File: src/rtl/dmem_arbiter.sv
// dmem_arbiter: round-robin sharing of the synchronous-read Data-Memory between CPU and UART loader
module dmem_arbiter #(
  parameter int ADDR_W = 14
) (
  input  logic              clk,
  input  logic              rst,
  input  logic              cpu_req,
  input  logic              cpu_we,
  input  logic [31:0]       cpu_addr,
  input  logic [31:0]       cpu_wdata,
  output logic [31:0]       cpu_rdata,
  output logic              cpu_ready,
  output logic              cpu_stall,
  output logic              cpu_err,
  input  logic              upg_req,
  input  logic              upg_we,
  input  logic [ADDR_W-1:0] upg_addr,
  input  logic [31:0]       upg_wdata,
  output logic [31:0]       upg_rdata,
  output logic              upg_ack,
  output logic [ADDR_W-1:0] mem_addr,
  output logic              mem_we,
  output logic [31:0]       mem_wdata,
  input  logic [31:0]       mem_rdata,
  output logic              owner
);
  localparam logic [1:0] S_IDLE  = 2'd0;
  localparam logic [1:0] S_ISSUE = 2'd1;
  localparam logic [1:0] S_RESP  = 2'd2;

  logic [1:0]        r_state;
  logic              r_owner, r_we, r_err, r_cpu_ready, r_upg_ack, r_cpu_err;
  logic [ADDR_W-1:0] r_addr;
  logic [31:0]       r_wdata, r_cpu_rdata, r_upg_rdata;
  logic              w_cpu_elig, w_upg_elig, w_gnt_upg, w_grant, w_cpu_bad;
  logic [ADDR_W-1:0] w_cpu_waddr;

  // A requester whose completion pulse is high this cycle sits out, so the other side wins the slot
  assign w_cpu_elig  = cpu_req & ~r_cpu_ready;
  assign w_upg_elig  = upg_req & ~r_upg_ack;
  assign w_gnt_upg   = w_upg_elig & (~w_cpu_elig | ~r_owner);
  assign w_grant     = (r_state == S_IDLE) & (w_cpu_elig | w_upg_elig);
  assign w_cpu_waddr = cpu_addr[ADDR_W+1:2];
  assign w_cpu_bad   = (cpu_addr[1:0] != 2'b00) | (cpu_addr[31:ADDR_W+2] != '0);

  always_ff @(posedge clk or posedge rst)
    if (rst) begin
      r_state     <= S_IDLE;
      r_owner     <= 1'b1;
      r_we        <= 1'b0;
      r_err       <= 1'b0;
      r_addr      <= '0;
      r_wdata     <= '0;
      r_cpu_rdata <= '0;
      r_upg_rdata <= '0;
      r_cpu_ready <= 1'b0;
      r_upg_ack   <= 1'b0;
      r_cpu_err   <= 1'b0;
    end else begin
      r_cpu_ready <= 1'b0;
      r_upg_ack   <= 1'b0;
      r_cpu_err   <= 1'b0;
      if (w_grant) begin
        r_state <= S_ISSUE;
        r_owner <= w_gnt_upg;
        r_we    <= w_gnt_upg ? upg_we : cpu_we & ~w_cpu_bad;
        r_addr  <= w_gnt_upg ? upg_addr : w_cpu_waddr;
        r_wdata <= w_gnt_upg ? upg_wdata : cpu_wdata;
        r_err   <= ~w_gnt_upg & w_cpu_bad;
      end else if (r_state == S_ISSUE) begin
        r_state <= S_RESP;
      end else if (r_state == S_RESP) begin
        r_state <= S_IDLE;
        if (r_owner) begin
          r_upg_rdata <= mem_rdata;
          r_upg_ack   <= 1'b1;
        end else begin
          r_cpu_rdata <= r_err ? '0 : mem_rdata;
          r_cpu_ready <= 1'b1;
          r_cpu_err   <= r_err;
        end
      end else begin
        r_state <= S_IDLE;
      end
    end

  // Write strobe is gated by state so an asynchronous reset kills it immediately
  assign mem_we    = (r_state == S_ISSUE) & r_we;
  assign mem_addr  = r_addr;
  assign mem_wdata = r_wdata;
  assign cpu_rdata = r_cpu_rdata;
  assign cpu_ready = r_cpu_ready;
  assign cpu_err   = r_cpu_err;
  assign cpu_stall = cpu_req & ~r_cpu_ready;
  assign upg_rdata = r_upg_rdata;
  assign upg_ack   = r_upg_ack;
  assign owner     = r_owner;
endmodule

File: config.mk
export PLATFORM = sky130hd
export DESIGN_NAME = dmem_arbiter
export DESIGN_NICKNAME = d
export VERILOG_FILES = /design/src/rtl/dmem_arbiter.sv
export SDC_FILE = /design/constraint.sdc
export NUM_CORES = 1
export LEC_CHECK = 0
export ABC_AREA = 1
export CAP_MARGIN = 20
export CORE_UTILIZATION = 44
export CTS_BUF_LIST = sky130_fd_sc_hd__clkbuf_8
export DETAILED_ROUTE_END_ITERATION = 8
export GPL_TIMING_DRIVEN = 0
export PLACE_DENSITY = 0.89
export SETUP_SLACK_MARGIN = 0.4
export SYNTH_ARGS = -nofsm -noshare
export SYNTH_HDL_FRONTEND = slang
export SYNTH_SLANG_ARGS = --single-unit
File: constraint.sdc
create_clock -name clk -period 8.9 [get_ports clk]
set_input_delay 1.78 -clock clk [delete_from_list [all_inputs] [get_ports clk]]
set_output_delay 1.78 -clock clk [all_outputs]
set_load 0.01 [all_outputs]
# Word level (Yosys, flattened, before mapping)
# Index checks and enable logic that the tools add are counted.
[word_totals] inputBits=148 reg_bits=118 output_inout_bits=116
[op_classes] muxes=18 bitwise=18 eq_ne=2 n_reduce_logical=5
[ops] operator="two-way mux 32 bit" count=2
[ops] operator="nonzero test 16 bit" count=1
[ops] operator="two-way mux 14 bit" count=1
[ops] operator="two-way mux 1 bit" count=13
[ops] operator="inverter 1 bit" count=8
[ops] operator="AND reduction 4 bit" count=2
[ops] operator="AND 1 bit" count=7
[ops] operator="two-way mux 2 bit" count=2
[ops] operator="OR 1 bit" count=3
[ops] operator="equality test 2 x 1 -> 1 bit, second input constant" count=1
[ops] operator="equality test 2 bit, second input constant" count=1
[ops] operator="logical NOT 2 bit" count=1
[ops] operator="nonzero test 2 bit" count=1

# Logic depth before layout (Yosys ltp)
[logic_depth] ltp_word=7 ltp_mapped=9 ltp_nobuf=8

# Worst setup path before layout
# Ideal clock, no wire load.
[synth_timing] path_kind="input port to output port" from="input port cpu_req" to="output port cpu_stall" n_path_buf=0 cell_stages=2 required_time_ns=7.120 arrival_time_ns=1.911 setup_slack_ns=5.209 cell_sequence="nand2_1 inv_1"
[synth_between] elab_chain_len=1
[synth_lines] element="start: declaration" line="7" rtl="input logic cpu_req,"
[synth_lines] element="AND 1 bit" line="94" rtl="assign cpu_stall = cpu_req & ~r_cpu_ready;"
[synth_lines] element="end: declaration" line="13" rtl="output logic cpu_stall,"
# No other way between the ends.

# Final worst setup path
# Ends and elaborated chain as after synthesis.

==> reports/results.txt <==
Status = complete, no violations
Routed WL = 17200 um
Syn. warnings = 0
Total CTS buffers = 17
Design Area, Final = 8190 um2
CTS resizes = 0
Total power = 2.75 mW
Power Dens Cells = 336 nW/um2
Seq cells post-synth = 118
Placer Congestion = 0.914
Most frequent cells in the layout = 263 x clkdlybuf4s50_1, 244 x nand2_1, 117 x dfrtp_1
# hold bufs at CTS = 0
Synth area leaders = dfrtp_1 59%, nand2_1 18%, nand3_1 9.8%
Htree depth = 4
Sw frac = 38.6%
Syn avg cell area = 8.54 um2
Placed Cells = 987
Pleak = 3.80 nW
Die area = 11700 um2
Vias/cell = 5.13
Buf/Inv on CP = 3
Most common cell after layout, fill and taps aside = clkdlybuf4s50_1
Slowest-stage cell, CP = clkdlybuf4s50_1
Die Span Y = 108 um
Fmax = 0.212 GHz
Largest stage delay, worst path = 0.53 ns
CP endpoint kind = output port
Layout cell share with drive strength beyond 1 = 7.97%
Net switching power = 1.06 mW
Setup CP Type = in2out
Chip width = 108 um
Required time worst endpoint = 7.12 ns
DR DRC count = 0
Top-level port count = 264
Area leader, netlist = dfrtp_1
Finished Layout Cells = 1019
Max VDD drop = 0.173 mV
RSZ-0062 raised after global routing = false
Worst relative slew slack = 50.4%
Fillers = 791
Worst Max-Slew Pin Slew = 0.745 ns
Hold WC Path Type = reg2reg
Area grow syn2layout = 64.4%
Port Buffers = 263
Core region area = 10900 um2
DR pass1 iterations = 5
Total number of vias = 5227
Pint = 1.69 mW
Cell Area, Synth = 4980 um2
Tmin final = 4.71 ns
Mapped Nets = 731
Delay-heaviest family, CP = buffers and inverters
Cells after synthesis = 583
CP Data Arrival Time = 2.93 ns
Critical-path cell list = clkdlybuf4s50_1 > nand2_1 > inv_1 > clkdlybuf4s50_1
Crit path max fanout = 2
Crit start category = input pin
Post-DP HPWL = 13000 um
Core Rows = 38
Worst-path clk slew = 0.07 ns
Synth top area share = 58.8%
Largest net degree at the start of global routing = 64
Clock root buffer = clkbuf_8
Area of the multi-input gates = 1740 um2
Initial Utilization = 45.5%
Skew final = 0.0105 ns
CTS tree = built
Vias in the first global route = 5178
All-Layer GR Usage = 30.0%
Max cap viols = 0
Min Hold Slack = 0.475 ns
Nets = 1014
CTS sink cnt = 118
Combinational Power Share = 49.9%
Setup violators final = 0
Clk pwr share = 16.5%
Sequential power share = 33.6%
Post-route clock period utilization = 52.9%
DRT antenna net count = 0
Fin. max-slew vios = 0
Unique masters post-synth = 22
Initial antenna violation count = 1
WL per Instance = 16.9 um
Hold Vio Cnt, Final = 0
Initial drt markers = 392
First-pass GRT wire length = 26400 um
CTS Buffer Depth = 2
Most frequent CP cell = clkdlybuf4s50_1
Seq. cell area = 2950 um2
Register area share after synthesis = 59.3%
Setup TNS = 0 ns
Clk Latency, worst-skew pair = 0.43 ns
Post CTS Setup Buffer Count = 0
Area of placed instances = 7820 um2
GRT overflow = 0
-- power by group through the flow --
| stage | clock, mW | combinational (mW) | sequential, mW |
|---|---|---|---|
| 4_1_cts | 0.458 | 1.38 | 0.920 |
| 2_1_floorplan | 0 | 0.517 | 1.03 |
| 3_3_place_gp | 0 | 1.33 | 0.913 |
| 6_report | 0.452 | 1.37 | 0.923 |
| 3_5_place_dp | 0 | 1.37 | 0.927 |
| 5_1_grt | 0.483 | 1.49 | 0.946 |
-- routing by layer --
metal	track usage, %	share of wire [%]	vias to the layer above
li1	-	-	2428
met4	16.1	4.3	0
met1	37.0	39	2499
met2	49.1	50	249
met3	6.63	6.6	51
met5	0	0	-
-- worst reg2reg max path, delay by kind of cell, from the launching register on --
family / cells / cell delay, ns
AND/OR/NAND/NOR: 5 / 0.47
buffers and inverters: 3 / 0.47
flip-flops: 1 / 0.56
-- metrics by stage --
step                      utilization (%)  worst slack (ns)
after CTS                            74.8              4.19
final                                74.9              4.19
after global placement               71.2              2.43
after global routing                 74.9              4.14
after detailed placement             71.5              4.19
after floorplan                         -              3.99
-- layout make-up --
| class | count | share of cell area (%) |
|---|---|---|
| repair buffers | 264 | 32.5 |
| plain buffers | 36 | 2.35 |
| multi-input cells | 403 | 21.2 |
| clock inverters | 12 | 1.27 |
| flip-flops and latches | 118 | 36.1 |
| inverters | 26 | 1.22 |
| well taps | 140 | 2.14 |
| diodes | 1 | 0.0306 |
| clock buffers | 19 | 3.19 |
-- flip-flops by register name (all words and copies together), names as in the netlist --
name,flops
mem_addr,14
upg_rdata,32
r_err,1
cpu_rdata,32
r_state,2
cpu_ready,1
r_we,1
owner,1
upg_ack,1
mem_wdata,32
cpu_err,1
-- path summary, 6_finish.rpt --
check | slack, ns | start | end | cells past startpoint
min | 0.47 | upg_rdata[12]$_DFFE_PP0P_ | upg_rdata[12]$_DFFE_PP0P_ | 2
min in group asynchronous | 1.84 | rst | mem_addr[2]$_DFFE_PP0P_ | 2
max | 4.19 | cpu_req | cpu_stall | 4
max reg2reg | 7.35 | owner$_DFFE_PP1P_ | mem_wdata[7]$_DFFE_PP0P_ | 8
max in group asynchronous | 6.33 | rst | cpu_rdata[23]$_DFFE_PP0P_ | 3
min reg2reg | 0.47 | upg_rdata[12]$_DFFE_PP0P_ | upg_rdata[12]$_DFFE_PP0P_ | 2
-- synthesized netlist by cell type --
master    count
a21oi_1       1
and2_1        1
buf_1         1
buf_2        25
buf_4         3
buf_6         2
clkbuf_1      5
dfrtp_1     117
dfstp_2       1
inv_1        24
inv_2         2
nand2_1     244
nand3_1      98
nand4_1       1
nor2_1       15
nor2_2        1
nor2_4        1
nor3b_1       1
o21ai_0      24
o21ai_1       8
o31ai_1       6
o31ai_2       2
-- kinds of logic (layout without fill, tap and decap cells) --
kind of cell	count (synthesis)	in the layout	share of synthesized area, %
AO/OA/AOI/OAI	41	41	4.72
other	0	1	0
buffers and inverters	62	357	5.83
AND/OR/NAND/NOR	362	362	30.1
flip-flops	118	118	59.3
No activity file was read; power rests on OpenSTA's default activity.
==> RTL edit: new RTL, same flow settings <==
`ADDR_W`: 14 -> 13.
--- a/src/rtl/dmem_arbiter.sv
+++ b/src/rtl/dmem_arbiter.sv
@@ -1,6 +1,6 @@
 // dmem_arbiter: round-robin sharing of the synchronous-read Data-Memory between CPU and UART loader
 module dmem_arbiter #(
-  parameter int ADDR_W = 14
+  parameter int ADDR_W = 13
 ) (
   input  logic              clk,
   input  logic              rst,
Ports: changed (resized mem_addr and upg_addr); port bits go from 264 to 262. The function was not compared with the original's and may differ.
==> RTL edit against the original RTL <==
Sequential cell count fell by 1. Setup slack worse by 0.020 ns. Area after synthesis fell by 2.0%. Register-to-register slack got worse by 0.04 ns. Highest routed layer unchanged. Critical path type unchanged. Sequential power hardly changed. Routed wire length fell by 2.1%. First-iteration DRC count down 11%. Sequential share of layout area barely moved. Power rose by 0.13%. Cell area down 0.92%. Worst hold slack is essentially flat. Critical path depth unchanged.
==> RTL edit: results <==
metrics = {
    "placement": {
        "io_buffers": 261,
        "dpl_cell_area_sq_um": 7700,
        "dp_hpwl_um": 12740,
        "gp_congestion": 0.9203,
    },
    "grt": {
        "antenna_found_initial": 0,
        "grt_max_degree": 61,
        "grt_first_pass_wirelength_um": 25710,
        "grt_pass1_vias": 5075,
        "track_usage_pct": 29.72,
    },
    "hold_path": {
        "hold_path.class": "reg -> reg",
        "min-delay-start": "upg_rdata[30]$_DFFE_PP0P_",
        "whs_endpoint": "upg_rdata[30]$_DFFE_PP0P_",
    },
    "setup_path": {
        "arrival_ns": 2.95,
        "cp_max_fo": 2,
        "crit_path_start": "cpu_req",
        "r2r_end": "upg_rdata[14]$_DFFE_PP0P_",
        "r2r_cells": 7,
        "r2r_setup_slack_ns": 7.31,
    },
    "synthesis": {
        "synth_fp_nets": 723,
        "synthAdderAreaFrac_pct": 0,
        "synth.distinct_cells": 17,
        "synthTopCellsByCount": "nand2_1 (247), dfrtp_1 (116), nand3_1 (95)",
        "netlist_top_cells_area": "dfrtp_1 (59%), nand2_1 (19%), nand3_1 (9.7%)",
        "muxShareOfSynthArea_pct": 0,
        "yosysSeqAreaShare_pct": 59.99,
        "synth-compound-area-share_pct": 4.459,
        "synth_xor_area_share_pct": 0,
        "yosysWarnings": 0,
    },
    "final_layout": {
        "layout.nets": 1004,
        "diodes": 0,
        "drive_gt1_share_pct": 7.356,
    },
    "timing": {
        "fin_skew_ns": 0.01290,
        "drv_slew": 0,
        "setup_viol": 0,
        "relSlewSlack_pct": 48.28,
    },
    "route": {
        "met2_length_um": 8479,
        "dr.pass1.iters": 6,
        "drtIter0Drc": 350,
        "vias": 5213,
        "wl_met3_um": 1274,
        "wl_met1_um": 6467,
        "routed.top_layer": "met4",
        "wl_per_cell_um": 16.65,
    },
    "pwr": {
        "peakVddDrop_mv": 0.1595,
        "p_leak_uw": 0.003744,
    },
    "outcome": {
        "status": "finished, final reports clean",
    },
    "clocking": {
        "cts_buffers": 17,
        "cts.reportedPaths.clkPinSlew_ns": 0.07,
        "cts-resized-gates": 0,
        "root_buffer": "clkbuf_8",
        "clock_path_buffers": 2,
    },
}
==> RTL edit: cell types whose count changed after synthesis, moves of 3 or more <==
| cell | before | now |
|---|---|---|
| buf_2 | 25 | 22 |
| clkbuf_1 | 5 | 12 |
| inv_1 | 24 | 18 |
| inv_2 | 2 | 5 |
| nand2_1 | 244 | 247 |
| nand3_1 | 98 | 95 |
| o21ai_0 | 24 | 20 |
| o21ai_1 | 8 | 12 |
==> RTL edit: report_power, final <==
group          switching [uW]  internal, uW
logic                     681           650
clock network             231           267
registers                 143           779
total                    1050          1700
==> RTL edit: final cells by class <==
class | count | area, sq um
Multi-Input combinational cell | 401 | 1704
Tap cell | 140 | 175.2
Fill cell | 775 | 2730
Clock buffer | 19 | 261.5
Inverter | 23 | 88.84
Clock inverter | 13 | 148.9
Sequential cell | 117 | 2929
Timing Repair Buffer | 262 | 2640
Buffer | 35 | 162.7
==> RTL edit: critical path: stages <==
cell and delay (ns):
clkdlybuf4s50_1 0.49, nand2_1 0.08, inv_1 0.07, clkdlybuf4s50_1 0.53
==> RTL edit: routing by layer <==
metal / track usage [%] / vias to the layer above
li1: - / 2412
met1: 35.50 / 2472
met2: 49.72 / 283
met3: 8.232 / 46
met4: 14.09 / 0
met5: 0 / -
==> RTL edit: worst max-delay path by stage <==
stage	cells past startpoint	endpoint	slack, ns
6_report	4	cpu_stall	4.17
5_1_grt	4	cpu_stall	4.12
4_1_cts	4	cpu_stall	4.18
3_5_place_dp	4	cpu_stall	4.19
3_3_place_gp	2	upg_rdata[4]$_DFFE_PP0P_	2.47
2_1_floorplan	1	cpu_err$_DFF_PP0_	4.02
==> RTL edit: cells by family after synthesis <==
group,Yosys count
buffers and inverters,58
DFF,117
AOI/OAI and AO/OA,40
and+or+nand+nor,361
==> RTL edit: through the flow <==
step | utilization (%) | hold WS [ns] | setup slack (ns) | cells
final | 74.82 | 0.4750 | 4.172 | 1010
after global routing | 74.82 | 0.4973 | 4.124 | 1010
after CTS | 74.82 | 0.4752 | 4.184 | 1010
after detailed placement | 71.03 | 0.4574 | 4.191 | 978
after global placement | 70.75 | 0.4527 | 2.473 | 977
after floorplan | - | 0.4648 | 4.021 | 576
